`src/rtl/if_stage_pkg.sv`:
```
// if_stage_pkg: shared widths, the NOP encoding and the fetch FSM state encoding.
// Contents: INST_WIDTH, REG_ADDR_WIDTH, OPCODE_WIDTH, NOP_INST, fetch_state_e.
// Imported by if_stage and its IF/ID register sub-module.
package if_stage_pkg;

  localparam int INST_WIDTH     = 32;
  localparam int REG_ADDR_WIDTH = 5;
  localparam int OPCODE_WIDTH   = 7;

  // addi x0, x0, 0
  localparam logic [INST_WIDTH-1:0] NOP_INST = 32'h0000_0013;

  typedef enum logic [1:0] {
    ST_FETCH = 2'd0,  // request pending at pc
    ST_WAIT  = 2'd1,  // one request outstanding, response wanted
    ST_FULL  = 2'd2,  // response parked in the hold buffer, no request
    ST_DROP  = 2'd3   // one request outstanding, response to be discarded
  } fetch_state_e;

endpackage

```
`src/rtl/if_stage_if_id_reg.sv`:
```
// if_stage_if_id_reg: IF/ID pipeline register with stall hold, kill and bubble insertion.
// Ports: kill_i/stall_i control, load_* candidate instruction, id_* registered instruction and field slices.
// Latency 1 cycle; stall_i holds every output, kill_i (flush or redirect) overrides stall_i.
module if_stage_if_id_reg
  import if_stage_pkg::*;
(
  input  logic                      clk,
  input  logic                      rst,
  input  logic                      kill_i,
  input  logic                      stall_i,
  input  logic                      load_i,
  input  logic [INST_WIDTH-1:0]     load_inst_i,
  input  logic [31:0]               load_pc_i,
  output logic                      id_valid_o,
  output logic [31:0]               id_pc_o,
  output logic [INST_WIDTH-1:0]     id_inst_o,
  output logic [OPCODE_WIDTH-1:0]   id_opcode_o,
  output logic [REG_ADDR_WIDTH-1:0] id_rd_o,
  output logic [REG_ADDR_WIDTH-1:0] id_rs1_o,
  output logic [REG_ADDR_WIDTH-1:0] id_rs2_o
);

  logic                  valid_q;
  logic [31:0]           pc_q;
  logic [INST_WIDTH-1:0] inst_q;

  // Bubbles keep the last pc; only valid and inst are defined for them.
  always_ff @(posedge clk or negedge rst) begin
    if (!rst) begin
      valid_q <= 1'b0;
      pc_q    <= '0;
      inst_q  <= NOP_INST;
    end else if (kill_i) begin
      valid_q <= 1'b0;
      inst_q  <= NOP_INST;
    end else if (!stall_i) begin
      if (load_i) begin
        valid_q <= 1'b1;
        pc_q    <= load_pc_i;
        inst_q  <= load_inst_i;
      end else begin
        valid_q <= 1'b0;
        inst_q  <= NOP_INST;
      end
    end
  end

  assign id_valid_o  = valid_q;
  assign id_pc_o     = pc_q;
  assign id_inst_o   = inst_q;
  // Fields are plain slices, so a bubble decodes as the NOP's fields.
  assign id_opcode_o = inst_q[6:0];
  assign id_rd_o     = inst_q[11:7];
  assign id_rs1_o    = inst_q[19:15];
  assign id_rs2_o    = inst_q[24:20];

endmodule

```
`src/rtl/if_stage.sv`:
```
// if_stage: PC owner, imem request/grant/response sequencer, one-entry hold buffer, IF/ID register.
// Ports: imem_* fetch handshake; stall/flush/redirect_* control; id_* instruction and pre-split fields.
// Grant at N, response at N+k, id_valid at N+k+1; a stalled response parks in the hold buffer and fetch pauses.
module if_stage
  import if_stage_pkg::*;
#(
  parameter logic [31:0] RESET_PC = 32'h0000_0000
) (
  input  logic                      clk,
  input  logic                      rst,
  output logic                      imem_req,
  output logic [31:0]               imem_addr,
  input  logic                      imem_gnt,
  input  logic                      imem_rvalid,
  input  logic [INST_WIDTH-1:0]     imem_rdata,
  input  logic                      stall,
  input  logic                      flush,
  input  logic                      redirect_valid,
  input  logic [31:0]               redirect_pc,
  output logic                      id_valid,
  output logic [31:0]               id_pc,
  output logic [INST_WIDTH-1:0]     id_inst,
  output logic [OPCODE_WIDTH-1:0]   id_opcode,
  output logic [REG_ADDR_WIDTH-1:0] id_rd,
  output logic [REG_ADDR_WIDTH-1:0] id_rs1,
  output logic [REG_ADDR_WIDTH-1:0] id_rs2
);

  fetch_state_e          state_q;
  logic [31:0]           pc_q;
  logic [31:0]           req_pc_q;
  logic                  buf_valid_q;
  logic [INST_WIDTH-1:0] buf_inst_q;
  logic [31:0]           buf_pc_q;

  logic rsp_live;
  logic consume;
  logic gnt;

  assign rsp_live = (state_q == ST_WAIT) && imem_rvalid;
  // Response goes straight into IF/ID this cycle, freeing the slot for a back-to-back request.
  assign consume  = rsp_live && !stall && !flush && !redirect_valid;

  // Gated by rst so no request is shown while the block is held in reset.
  assign imem_req  = rst && (((state_q == ST_FETCH) && !redirect_valid) || consume);
  assign imem_addr = pc_q;
  assign gnt       = imem_req && imem_gnt;

  always_ff @(posedge clk or negedge rst) begin
    if (!rst) begin
      state_q     <= ST_FETCH;
      pc_q        <= RESET_PC;
      req_pc_q    <= '0;
      buf_valid_q <= 1'b0;
      buf_inst_q  <= NOP_INST;
      buf_pc_q    <= '0;
    end else if (redirect_valid) begin
      pc_q        <= redirect_pc & ~32'h3;
      buf_valid_q <= 1'b0;
      // Anything still in flight must have its response swallowed.
      if ((((state_q == ST_WAIT) || (state_q == ST_DROP)) && !imem_rvalid) || gnt)
        state_q <= ST_DROP;
      else
        state_q <= ST_FETCH;
    end else begin
      if (gnt) begin
        req_pc_q <= pc_q;
        pc_q     <= pc_q + 32'd4;
      end
      case (state_q)
        ST_FETCH: if (gnt) state_q <= ST_WAIT;
        ST_WAIT: begin
          if (imem_rvalid) begin
            if (flush) begin
              state_q <= ST_FETCH;
            end else if (stall) begin
              buf_valid_q <= 1'b1;
              buf_inst_q  <= imem_rdata;
              buf_pc_q    <= req_pc_q;
              state_q     <= ST_FULL;
            end else begin
              state_q <= gnt ? ST_WAIT : ST_FETCH;
            end
          end else if (flush) begin
            state_q <= ST_DROP;
          end
        end
        ST_FULL: begin
          if (flush || !stall) begin
            buf_valid_q <= 1'b0;
            state_q     <= ST_FETCH;
          end
        end
        ST_DROP: if (imem_rvalid) state_q <= ST_FETCH;
        default: state_q <= ST_FETCH;
      endcase
    end
  end

  if_stage_if_id_reg u_if_id (
    .clk        (clk),
    .rst        (rst),
    .kill_i     (redirect_valid || flush),
    .stall_i    (stall),
    .load_i     (buf_valid_q || rsp_live),
    .load_inst_i(buf_valid_q ? buf_inst_q : imem_rdata),
    .load_pc_i  (buf_valid_q ? buf_pc_q : req_pc_q),
    .id_valid_o (id_valid),
    .id_pc_o    (id_pc),
    .id_inst_o  (id_inst),
    .id_opcode_o(id_opcode),
    .id_rd_o    (id_rd),
    .id_rs1_o   (id_rs1),
    .id_rs2_o   (id_rs2)
  );

endmodule

```
`config.mk`:
```
export PLATFORM = sky130hd
export DESIGN_NAME = if_stage
export DESIGN_NICKNAME = d
export VERILOG_FILES = /design/src/rtl/if_stage_pkg.sv /design/src/rtl/if_stage_if_id_reg.sv /design/src/rtl/if_stage.sv
export SDC_FILE = /design/constraint.sdc
export NUM_CORES = 1
export LEC_CHECK = 0
export ABC_CLOCK_PERIOD_IN_PS = 4950
export CORE_MARGIN = 2
export CORE_UTILIZATION = 25
export DETAILED_ROUTE_END_ITERATION = 10
export GPL_TIMING_DRIVEN = 0
export PLACE_DENSITY_LB_ADDON = 0.2
export RECOVER_POWER = 50
export SLEW_MARGIN = 25
export SYNTH_ARGS = -nofsm -noshare
export SYNTH_HDL_FRONTEND = slang
export SYNTH_SLANG_ARGS = --single-unit
export TNS_END_PERCENT = 5
```
`constraint.sdc`:
```
create_clock -name clk -period 4.95 [get_ports clk]
set_input_delay 0.495 -clock clk [delete_from_list [all_inputs] [get_ports clk]]
set_output_delay 0.495 -clock clk [all_outputs]
set_load 0.05 [all_outputs]
```
==> flow_metrics.env, run 1 <==
export IMPL_status="finished clean"
export IMPL_postRouteAntennaNets=0
export IMPL_ys_ff_latch=188
export IMPL_synth_top_area_cell="dfrtp_1"
export IMPL_netSwitchingFraction=0.341
export IMPL_holdPathEnd="state_q[1]$_DFFE_PN0P_"
export IMPL_grt_max_degree=70
export IMPL_clkPwrFrac=0.293
export IMPL_p_sw_w=0.00164
export IMPL_synth_most_common_cell="dfrtp_1"
export IMPL_avgViaCountPerCell=4.60
export IMPL_drt_total_wl_um=25800
export IMPL_grt_pass1_vias=6583
export IMPL_start_kind="input port"
export IMPL_final_cells=1448
export IMPL_synth_area_top_cells="dfrtp_1 53%, mux2_2 12%, mux2i_1 4.7%, a21oi_1 3.7%, nor2_1 3.7%"
export IMPL_grt_pass1_wl_um=39900
export IMPL_place_congestion=0.727
export IMPL_p_per_area_nw_per_um2=413
export IMPL_die_height_um=189
export IMPL_cts_max_path_buffers=2
export IMPL_htree_levels=4
export IMPL_worstReg2RegEnd="u_if_id.id_pc_o[8]$_DFFE_PN0P_"
export IMPL_io_pins=191
export IMPL_synth_commonest_cells="182 x dfrtp_1, 88 x mux2_2, 84 x nor2_1"
export IMPL_synth_edf_count=0
export IMPL_async_flop_share=1.00
export IMPL_die_width_um=189
export IMPL_finalSetupViolCount=0
export IMPL_hp_start="flush"
export IMPL_max_slew_worst_pin_slew_ps=1010
export IMPL_dpl_hpwl_um=18300
export IMPL_port_buffer_count=182
export IMPL_arrival_ps=4050
export IMPL_finalHoldViolCount=0
export IMPL_clock_fmax_ghz=0.220
export IMPL_dr_pass1_iters=6
export IMPL_fin_crit_sh=0.919
export IMPL_hold_class="input port to flop"
export IMPL_ys_types=46
export IMPL_drive_above_1_share=0.160
export IMPL_finClkSkew_ps=12.8
export IMPL_end_kind="output port"
export IMPL_internal_power_w=0.00316
export IMPL_critPathRequiredTime_ps=4450
export IMPL_leakagePower_nw=4.78
export IMPL_synth_seq_area_share=0.551
export IMPL_hold_depth=3
export IMPL_finalCriticalPeriod_ps=4550
export IMPL_core_area_sq_um=33600
export IMPL_pwr_share_comb=0.277
export IMPL_ys_flop_type="dfrtp_1"
export IMPL_maxSlewHeadroom=0.309
export IMPL_p_seq_frac=0.430
export IMPL_num_vias=6657
export IMPL_start_util=0.254
export IMPL_rsz0062_at_grt="false"
export IMPL_area_growth_syn_to_layout_pct=35.9
export IMPL_drt_iter0_drc=380
export IMPL_syn_area_sq_um=8550
export IMPL_cts_buffers=17
export IMPL_dieArea_sq_um=35700
export IMPL_wl_per_cell_um=17.8
export IMPL_cts_tree="yes"
export IMPL_maxCapViolations=0
export IMPL_power_total_w=0.00480
export IMPL_synthCells=782
export IMPL_cts_setup_buffers=0
export IMPL_crit_type="input port to output port"
export IMPL_num_antenna_cells=0
export IMPL_ys_warn_count=0
export IMPL_antenna_found_initial=0
export IMPL_clockRootBuffer="clkbuf_16"
export IMPL_row_count=67
export IMPL_synth_top_area_share=0.533
export IMPL_r2r_cells=6
export IMPL_dpl_cell_count=1417
export IMPL_timing_hold_ws_ps=380
export IMPL_cts_sinks=188
export IMPL_drv_slew=0
export IMPL_ff2ff_setup_slack_ps=2060
export IMPL_clk_latency_ps=440
export IMPL_clk_pin_slew_worst_paths_ps=70
export IMPL_avgSynthCellArea_sq_um=10.9
export IMPL_irDropWorstVdd_mv=0.257
export IMPL_nets=1061
export IMPL_finalSetupTns_ps=0
export IMPL_r2r_start="buf_valid_q$_DFFE_PN0P_"
export IMPL_gr_total_overflow=0
export IMPL_grt_total_usage=0.146
export IMPL_drc=0
export IMPL_worstPathMaxFanout=69
routing by layer:
metal | vias to the layer above | share of wire | track usage
li1 | 3175 | - | -
met1 | 3266 | 0.48 | 0.202
met2 | 189 | 0.45 | 0.225
met3 | 27 | 0.052 | 0.0337
met4 | 0 | 0.018 | 0.0487
met5 | - | 0 | 0
kinds of logic (layout without fill, tap and decap cells):
kind of cell               count (synthesis)  in the layout  synth area share
and+or+nand+nor                          210            210             0.116
DFF                                      188            188             0.551
AOI/OAI and AO/OA                        160            160             0.109
buffers and inverters                     88            303            0.0531
muxes                                    128            128             0.163
xor gates and xnor gates                   6              6           0.00615
other                                      1              4          0.000439
adders and majority gates                  1              1           0.00146
worst max path at each step:
stage	startpoint	to	slack (ps)	cells after the start
floorplan	flush	imem_req	870	4
global placement	rst	imem_addr[23]$_DFFE_PN0P_	-7070	7
detailed placement	rst	imem_req	910	6
CTS	rst	imem_req	300	7
global route	rst	imem_req	90	7
finish	rst	imem_req	400	7
power groups by stage:
stage | clock network (W) | logic [W] | registers [W]
global route | 0.00152 | 0.00142 | 0.00211
detailed placement | 0 | 0.00138 | 0.00210
floorplan | 0 | 0.000424 | 0.00252
global placement | 0 | 0.00136 | 0.00209
CTS | 0.00146 | 0.00138 | 0.00207
finish | 0.00141 | 0.00133 | 0.00207
critical path, cell delays in order:
cell             delay (ps)
dlygate4sd3_1           570
buf_8                   380
buf_16                  360
buf_16                  320
inv_1                    60
a2111oi_0               800
clkdlybuf4s50_1         970
layout make-up:
type	instances	area, sq um
clock buffers	21	480
flip-flops and latches	188	4710
well taps	448	561
multi-input cells	509	3410
plain buffers	78	415
fillers	3396	22000
inverters	10	37.5
repair buffers	185	1890
clock inverters	9	111
state kept, by name, indices dropped and copies added, names as in the netlist:
register / flops
buf_pc_q: 30
u_if_id.id_pc_o: 30
buf_valid_q: 1
buf_inst_q: 32
u_if_id.id_valid_o: 1
req_pc_q: 30
imem_addr: 30
state_q: 2
u_if_id.id_inst_o: 32
cells in the final DEF, fill, tap and decap left out, types with 3 or more instances in the layout:
cell,n
nor2b_1,5
and4_1,5
and3_1,3
nor4_1,4
buf_4,26
and2_1,4
xnor2_1,6
o21ai_0,46
dfrtp_1,182
a21oi_1,64
nor2_1,84
clkbuf_1,46
o31ai_1,13
a31oi_1,16
or4_1,18
a21boi_0,4
nand3_1,17
dfstp_2,6
clkbuf_8,4
nand2_1,53
clkdlybuf4s50_1,133
buf_6,3
clkbuf_16,17
inv_1,9
a211oi_1,4
conb_1,4
mux2_2,88
dlygate4sd3_1,49
nand4_1,9
mux2i_1,40
a2111oi_0,3
per-stage QoR:
| step | cell area [sq um] | utilization | setup slack [ps] |
|---|---|---|---|
| final | 11600 | 0.346 | 402 |
| after global routing | 11600 | 0.346 | 90.6 |
| after CTS | 11600 | 0.346 | 304 |
| after detailed placement | 11000 | 0.328 | 910 |
| after global placement | 10900 | 0.326 | -7070 |
| after floorplan | 8560 | - | 868 |
what timing repair did:
action | 4_1_cts | 5_1_grt
hold buffers | 1 | 0
resized for setup | 0 | 0
endpoints found under the hold margin | 22 | 0
No activity file was read; power rests on OpenSTA's default activity.
==> inputs of run 2 (changes only) <==
Settings changed: CAP_MARGIN set to 10.
==> results of run 2 <==
Same layout as run 1: the final DEF is identical, and so are final timing and power.
==> inputs of run 3 (changes only) <==
Settings changed: GPL_ROUTABILITY_DRIVEN set to 0.
==> results of run 3 <==
Same layout as run 1: the final DEF is identical, and so are final timing and power.
